$ cat config.mk
export PLATFORM = sky130hd
export DESIGN_NAME = sms_timing_ring
export DESIGN_NICKNAME = d
export VERILOG_FILES = /design/src/rtl/sms_timing_ring.sv
export SDC_FILE = /design/constraint.sdc
export NUM_CORES = 1
export LEC_CHECK = 0
export CORE_MARGIN = 5
export CORE_UTILIZATION = 55
export CTS_BUF_LIST = sky130_fd_sc_hd__clkbuf_16
export DETAILED_ROUTE_END_ITERATION = 12
export PLACE_DENSITY = 0.95
export SLEW_MARGIN = 20
export SYNTH_ARGS = -nofsm -noshare
export SYNTH_HDL_FRONTEND = slang
export SYNTH_SLANG_ARGS = --single-unit
$ cat constraint.sdc
create_clock -name clk -period 3 [get_ports clk]
set_clock_uncertainty 0.05 [all_clocks]
set_input_delay 0.3 -clock clk [delete_from_list [all_inputs] [get_ports clk]]
set_output_delay 0.3 -clock clk [all_outputs]
set_load 0.02 [all_outputs]
$ cat src/rtl/sms_timing_ring.sv
// Memory-cycle timing ring for the SMS dual-latch cards: one-hot timing gates A..J plus
// active-low latch set/clear strobes, with free-run, single-cycle and stop-at-end control.
`timescale 1ns / 1ps

module sms_timing_ring #(
  parameter int unsigned STEPS        = 10,
  parameter int unsigned CLK_PER_STEP = 4,
  parameter int unsigned SET_POS      = 0,
  parameter int unsigned CLR_POS      = 5
) (
  input  logic             clk,
  input  logic             reset,
  input  logic             run,
  input  logic             single,
  input  logic             stop,
  output logic [STEPS-1:0] ring,
  output logic             cycle_start,
  output logic             cycle_end,
  output logic             set_n,
  output logic             clr_n,
  output logic             busy,
  output logic [15:0]      cycle_count
);

  localparam int unsigned PosW = (STEPS > 1) ? $clog2(STEPS) : 1;
  localparam int unsigned SubW = (CLK_PER_STEP > 1) ? $clog2(CLK_PER_STEP) : 1;

  localparam logic [PosW-1:0]  LastPos = PosW'(STEPS - 1);
  localparam logic [SubW-1:0]  LastSub = SubW'(CLK_PER_STEP - 1);
  localparam logic [PosW-1:0]  SetPos  = PosW'(SET_POS);
  localparam logic [PosW-1:0]  ClrPos  = PosW'(CLR_POS);
  localparam logic [STEPS-1:0] RingA   = STEPS'(1);

  typedef enum logic {StIdle, StActive} state_e;

  state_e            state_q, state_d;
  logic [PosW-1:0]   pos_q, pos_d;
  logic [SubW-1:0]   sub_q, sub_d;
  logic              single_mode_q, single_mode_d;
  logic              stop_pending_q, stop_pending_d;
  logic [15:0]       count_q, count_d;
  logic [STEPS-1:0]  ring_q, ring_d;
  logic              cycle_start_q, cycle_start_d;
  logic              cycle_end_q, cycle_end_d;
  logic              set_n_q, set_n_d;
  logic              clr_n_q, clr_n_d;
  logic              busy_q, busy_d;
  logic              at_end;
  logic              active_d;

  assign at_end = (pos_q == LastPos) && (sub_q == LastSub);

  always_comb begin
    state_d        = state_q;
    pos_d          = pos_q;
    sub_d          = sub_q;
    single_mode_d  = single_mode_q;
    stop_pending_d = stop_pending_q;
    count_d        = count_q;

    case (state_q)
      StIdle: begin
        if (single) begin
          state_d       = StActive;
          single_mode_d = 1'b1;
          pos_d         = '0;
          sub_d         = '0;
        end else if (run) begin
          state_d       = StActive;
          single_mode_d = 1'b0;
          pos_d         = '0;
          sub_d         = '0;
        end
      end
      StActive: begin
        // A stop on the cycle_end clock itself still counts for this cycle's decision.
        stop_pending_d = stop_pending_q | stop;
        if (at_end) begin
          count_d = count_q + 16'd1;
          pos_d   = '0;
          sub_d   = '0;
          if (!(run && !stop_pending_d && !single_mode_q)) begin
            state_d        = StIdle;
            stop_pending_d = 1'b0;
            single_mode_d  = 1'b0;
          end
        end else if (sub_q == LastSub) begin
          sub_d = '0;
          pos_d = pos_q + PosW'(1);
        end else begin
          sub_d = sub_q + SubW'(1);
        end
      end
      default: state_d = StIdle;
    endcase

    // Outputs are registered, so they are decoded from the next state.
    active_d      = (state_d == StActive);
    ring_d        = active_d ? (RingA << pos_d) : '0;
    cycle_start_d = active_d && (pos_d == '0) && (sub_d == '0);
    cycle_end_d   = active_d && (pos_d == LastPos) && (sub_d == LastSub);
    set_n_d       = !(active_d && (pos_d == SetPos) && (sub_d == '0));
    clr_n_d       = !(active_d && (pos_d == ClrPos) && (sub_d == '0));
    busy_d        = active_d;
  end

  always_ff @(posedge clk or posedge reset) begin
    if (reset) begin
      state_q        <= StIdle;
      pos_q          <= '0;
      sub_q          <= '0;
      single_mode_q  <= 1'b0;
      stop_pending_q <= 1'b0;
      count_q        <= '0;
      ring_q         <= '0;
      cycle_start_q  <= 1'b0;
      cycle_end_q    <= 1'b0;
      set_n_q        <= 1'b1;
      clr_n_q        <= 1'b1;
      busy_q         <= 1'b0;
    end else begin
      state_q        <= state_d;
      pos_q          <= pos_d;
      sub_q          <= sub_d;
      single_mode_q  <= single_mode_d;
      stop_pending_q <= stop_pending_d;
      count_q        <= count_d;
      ring_q         <= ring_d;
      cycle_start_q  <= cycle_start_d;
      cycle_end_q    <= cycle_end_d;
      set_n_q        <= set_n_d;
      clr_n_q        <= clr_n_d;
      busy_q         <= busy_d;
    end
  end

  assign ring        = ring_q;
  assign cycle_start = cycle_start_q;
  assign cycle_end   = cycle_end_q;
  assign set_n       = set_n_q;
  assign clr_n       = clr_n_q;
  assign busy        = busy_q;
  assign cycle_count = count_q;

endmodule

==> impl_summary.md <==
Logic synthesis
The post-synthesis async set-or-reset flop share is 100%. The number of nets handed over by synthesis was 173. Of all cell types, the one taking the most synthesized area is sky130_fd_sc_hd__dfrtp_1. By area the synthesized netlist is led by sky130_fd_sc_hd__dfrtp_1 51%, sky130_fd_sc_hd__xnor2_1 4.3%, sky130_fd_sc_hd__nand2_1 3.3%, sky130_fd_sc_hd__dfstp_2 2.9%, sky130_fd_sc_hd__xor2_1 2.9%. Sequential elements use 53.7% of the synthesized area.

The average instance in the mapped netlist occupies 11.1 um^2. The Yosys step of the flow raised 0 warnings. The number of synthesized register bits is 39. The number of synthesized flops with an enable pin is 0.

The mapped cell area is 1820 um^2. The number of distinct library cell variants in the gate-level netlist after synthesis is 49. The area fraction of the dominant cell type after synthesis is 50.8%. The cell count after synthesis is 164. The primary flip-flop cell chosen by synthesis mapping is sky130_fd_sc_hd__dfrtp_1.

Setup path
The number of cells traversed by the worst register-to-register path is 5. The type of origin of the critical path is a flop. The required time at the worst-slack endpoint is 3140 ps. The register-to-register path setup slack is 800 ps.

The cell with the largest stage delay on the worst path is sky130_fd_sc_hd__ha_1. The maximum single-stage delay on the critical path is 470 ps. The critical setup path kind is reg -> reg. Traced cell by cell, the critical path runs through ha_1 -> nand2_1 -> o22ai_1 -> o2bb2ai_1 -> or3_1. For the worst setup path, the data arrival time is 2340 ps.

The worst setup path is captured at a flop. The endpoint identified for the worst register-to-register timing path is clr_n. The startpoint identified for the worst register-to-register timing path is sub_q[0].

The peak fanout along the critical path is 15.

STA
Derived from the worst setup path, the maximum achievable clock frequency is 454 MHz. The number of hold-slack violations in the final timing report is 0. At the pin with the least slew margin, the transition time is 676 ps.

The number of endpoints failing setup at the final stage is 0. Dividing the final minimum period by the clock period gives 73.4%. After routing, the total negative slack on setup checks comes to 0 ps. The worst pin sits at a relative slew slack of 54.9%. The minimum hold slack is 319 ps.

Subtracting the final worst setup slack from the clock period gives 2200 ps. Setup repair after global routing left no endpoint under its margin. The final max-slew violation count was 0.

CTS
The root cell of the clock tree is sky130_fd_sc_hd__clkbuf_16. The CTS tree is yes. The tree built by TritonCTS fans out to 39 sinks.

The maximum number of buffers from clock root to sink is 2. The CTS buffer count is 5. Clock-pin slew was measured on the worst setup and hold paths at 60 ps. The clock latency on the worst-skew pair is 280 ps.

Buffers inserted to repair hold after CTS numbered 0. The setup fix buffers added after clock tree synthesis is 0. In this run the number of H-tree levels came out at 2. Post-CTS repair changed the size of 0 cells.

Power
The power share of the combinational group is 35.5%. Across the VDD grid, the largest voltage drop is 0.000611 V. The total power density per cell area is 866 nW/um^2. The switching power share of the total is 34.8%. Summed over all cells, the static leakage comes to 1.07 nW. Internal power comes to 1.35 mW. The fraction of power consumed by sequential logic is 36.4%. The total net switching power is 0.719 mW.

The share of power burned in the clock network is 28.1%.

Final layout
The area overhead of the layout relative to synthesis is 30.8%. The leading cell type in the layout, fill and taps excluded is sky130_fd_sc_hd__dfrtp_1. The number of inserted filler cells in the final layout is 230.

The antenna cell count is 0. The layout net count is 213. The ratio of cells with drive above 1 in the final layout is 11.2%. Leaving out fill and tap cells, the most frequent cells in the layout are 37 x sky130_fd_sc_hd__dfrtp_1, 35 x sky130_fd_sc_hd__clkdlybuf4s50_1, 16 x sky130_fd_sc_hd__nand2_1.

Floorplanning
The top-level port count is 36. The total die area is 4570 um^2. In this run the core area contains 21 standard-cell rows.

The core region area is 3280 um^2. From bottom edge to top edge, the die measures 67.6 um. For this configuration, the core starts out at a cell density of 55.5%. The floorplan step set the die width to 67.6 um.

Placed design
The count of port buffers added during placement is 35. The routability congestion estimate from global placement is 0.896. The half-perimeter wire length after detailed placement is 2680 um.

Run status
The flow ran to the end, and the final reports show no timing, DRC or antenna violations.

Global routing
The largest net degree at the start of global routing is 27. The first-pass GRT wire length is 6290 um. The initial antenna violation count is 0. The overall global routing resource usage is 18.6%. The number of global-route vias before repair is 1358. Global routing finished with a remaining overflow of 0.

Detailed routing
The number of detailed-routing iterations run before antenna repair is 4. The violation count after the first detailed-route iteration is 50. The via-per-instance ratio is 5.69. The antenna violation net count after detailed routing is 0. The wire length per cell after detailed routing is 15.5 um.

The total wire length is 3880 um. The total number of vias is 1428. After detailed routing, the number of remaining DRC violations is 0.

Worst hold path
The class of the tightest hold or removal check is in -> async.

Job
Across the run, the number of max-cap violations was 0.
## synth_stat cells (2+ instances only)
cell	n
sky130_fd_sc_hd__xnor2_1	9
sky130_fd_sc_hd__nor4_1	7
sky130_fd_sc_hd__or2_2	3
sky130_fd_sc_hd__and3_1	4
sky130_fd_sc_hd__o211ai_1	2
sky130_fd_sc_hd__inv_2	2
sky130_fd_sc_hd__ha_1	4
sky130_fd_sc_hd__nand4_1	4
sky130_fd_sc_hd__nor2_1	6
sky130_fd_sc_hd__dfstp_2	2
sky130_fd_sc_hd__nand3_1	7
sky130_fd_sc_hd__o22ai_1	2
sky130_fd_sc_hd__xor2_1	6
sky130_fd_sc_hd__dfrtp_1	37
sky130_fd_sc_hd__nand2_1	16
sky130_fd_sc_hd__inv_1	5
sky130_fd_sc_hd__a21oi_1	4
sky130_fd_sc_hd__nor3_1	5
sky130_fd_sc_hd__and4_1	3
sky130_fd_sc_hd__buf_2	2
sky130_fd_sc_hd__nand2b_1	6
## worst max-delay path: cells and delay by family (launching register included)
family                     cells  cell delay, ps
and+or+nand+nor                2             640
adders and majority gates      1             470
AOI/OAI and AO/OA              2             510
DFF                            1             440
## power by group through the flow
stage / registers, mW / clock network, mW / logic (mW)
2_1_floorplan: 0.806 / 0 / 0.429
3_3_place_gp: 0.753 / 0 / 0.697
3_5_place_dp: 0.759 / 0 / 0.715
4_1_cts: 0.751 / 0.585 / 0.733
5_1_grt: 0.770 / 0.609 / 0.797
6_report: 0.752 / 0.580 / 0.734
## per-stage QoR
step / cell area, um^2 / util [%] / power [mW] / instances / setup slack (ps)
3_3_place_gp: 2220 / 67.6 / 1.45 / 243 / 912
4_1_cts: 2380 / 72.6 / 2.07 / 251 / 827
6_report: 2380 / 72.6 / 2.07 / 251 / 797
5_1_grt: 2380 / 72.6 / 2.18 / 251 / 624
2_1_floorplan: 1820 / - / 1.23 / 164 / 1150
3_5_place_dp: 2220 / 67.6 / 1.47 / 243 / 837
## worst max-delay path by stage
| stage | end | from | slack [ps] |
|---|---|---|---|
| after detailed placement | set_n | run | 840 |
| after floorplan | set_n | pos_q[0] | 1150 |
| after global placement | set_n | run | 910 |
| after CTS | clr_n | sub_q[0] | 830 |
| after global routing | cycle_count[10] | sub_q[0] | 620 |
| final | clr_n | sub_q[0] | 800 |
## cell families after synthesis
group                    count (synthesis)  share of synthesized area, %
adder cells (fa/ha/maj)                  4                          2.75
flip-flops                              39                          53.7
XOR/XNOR                                15                          7.21
AND/OR/NAND/NOR                         72                          23.5
buffers and inverters                   10                          2.40
multiplexers                             2                          1.17
AO/OA/AOI/OAI                           22                          9.27
## metal layers
metal / GRT usage, % / part of all wire [%]
met4: 6.84 / 1.4
met1: 23.4 / 42
met3: 5.49 / 6.5
met5: 0 / 0
met2: 30.3 / 50
## flip-flops by register name (all words and copies together) (netlist names), 2 cells and up
signal / count
sub_q: 2
pos_q: 4
ring: 10
cycle_count: 16
## area by class of cell
cell class	instances	area (um^2)	area share (%)
inverters	7	26.3	1.10
multi-input cells	115	801	33.6
repair buffers	36	358	15.0
clock inverters	3	38.8	1.63
well taps	46	57.6	2.41
clock buffers	5	125	5.25
flip-flops and latches	39	978	41.0
No activity file was read; power rests on OpenSTA's default activity.
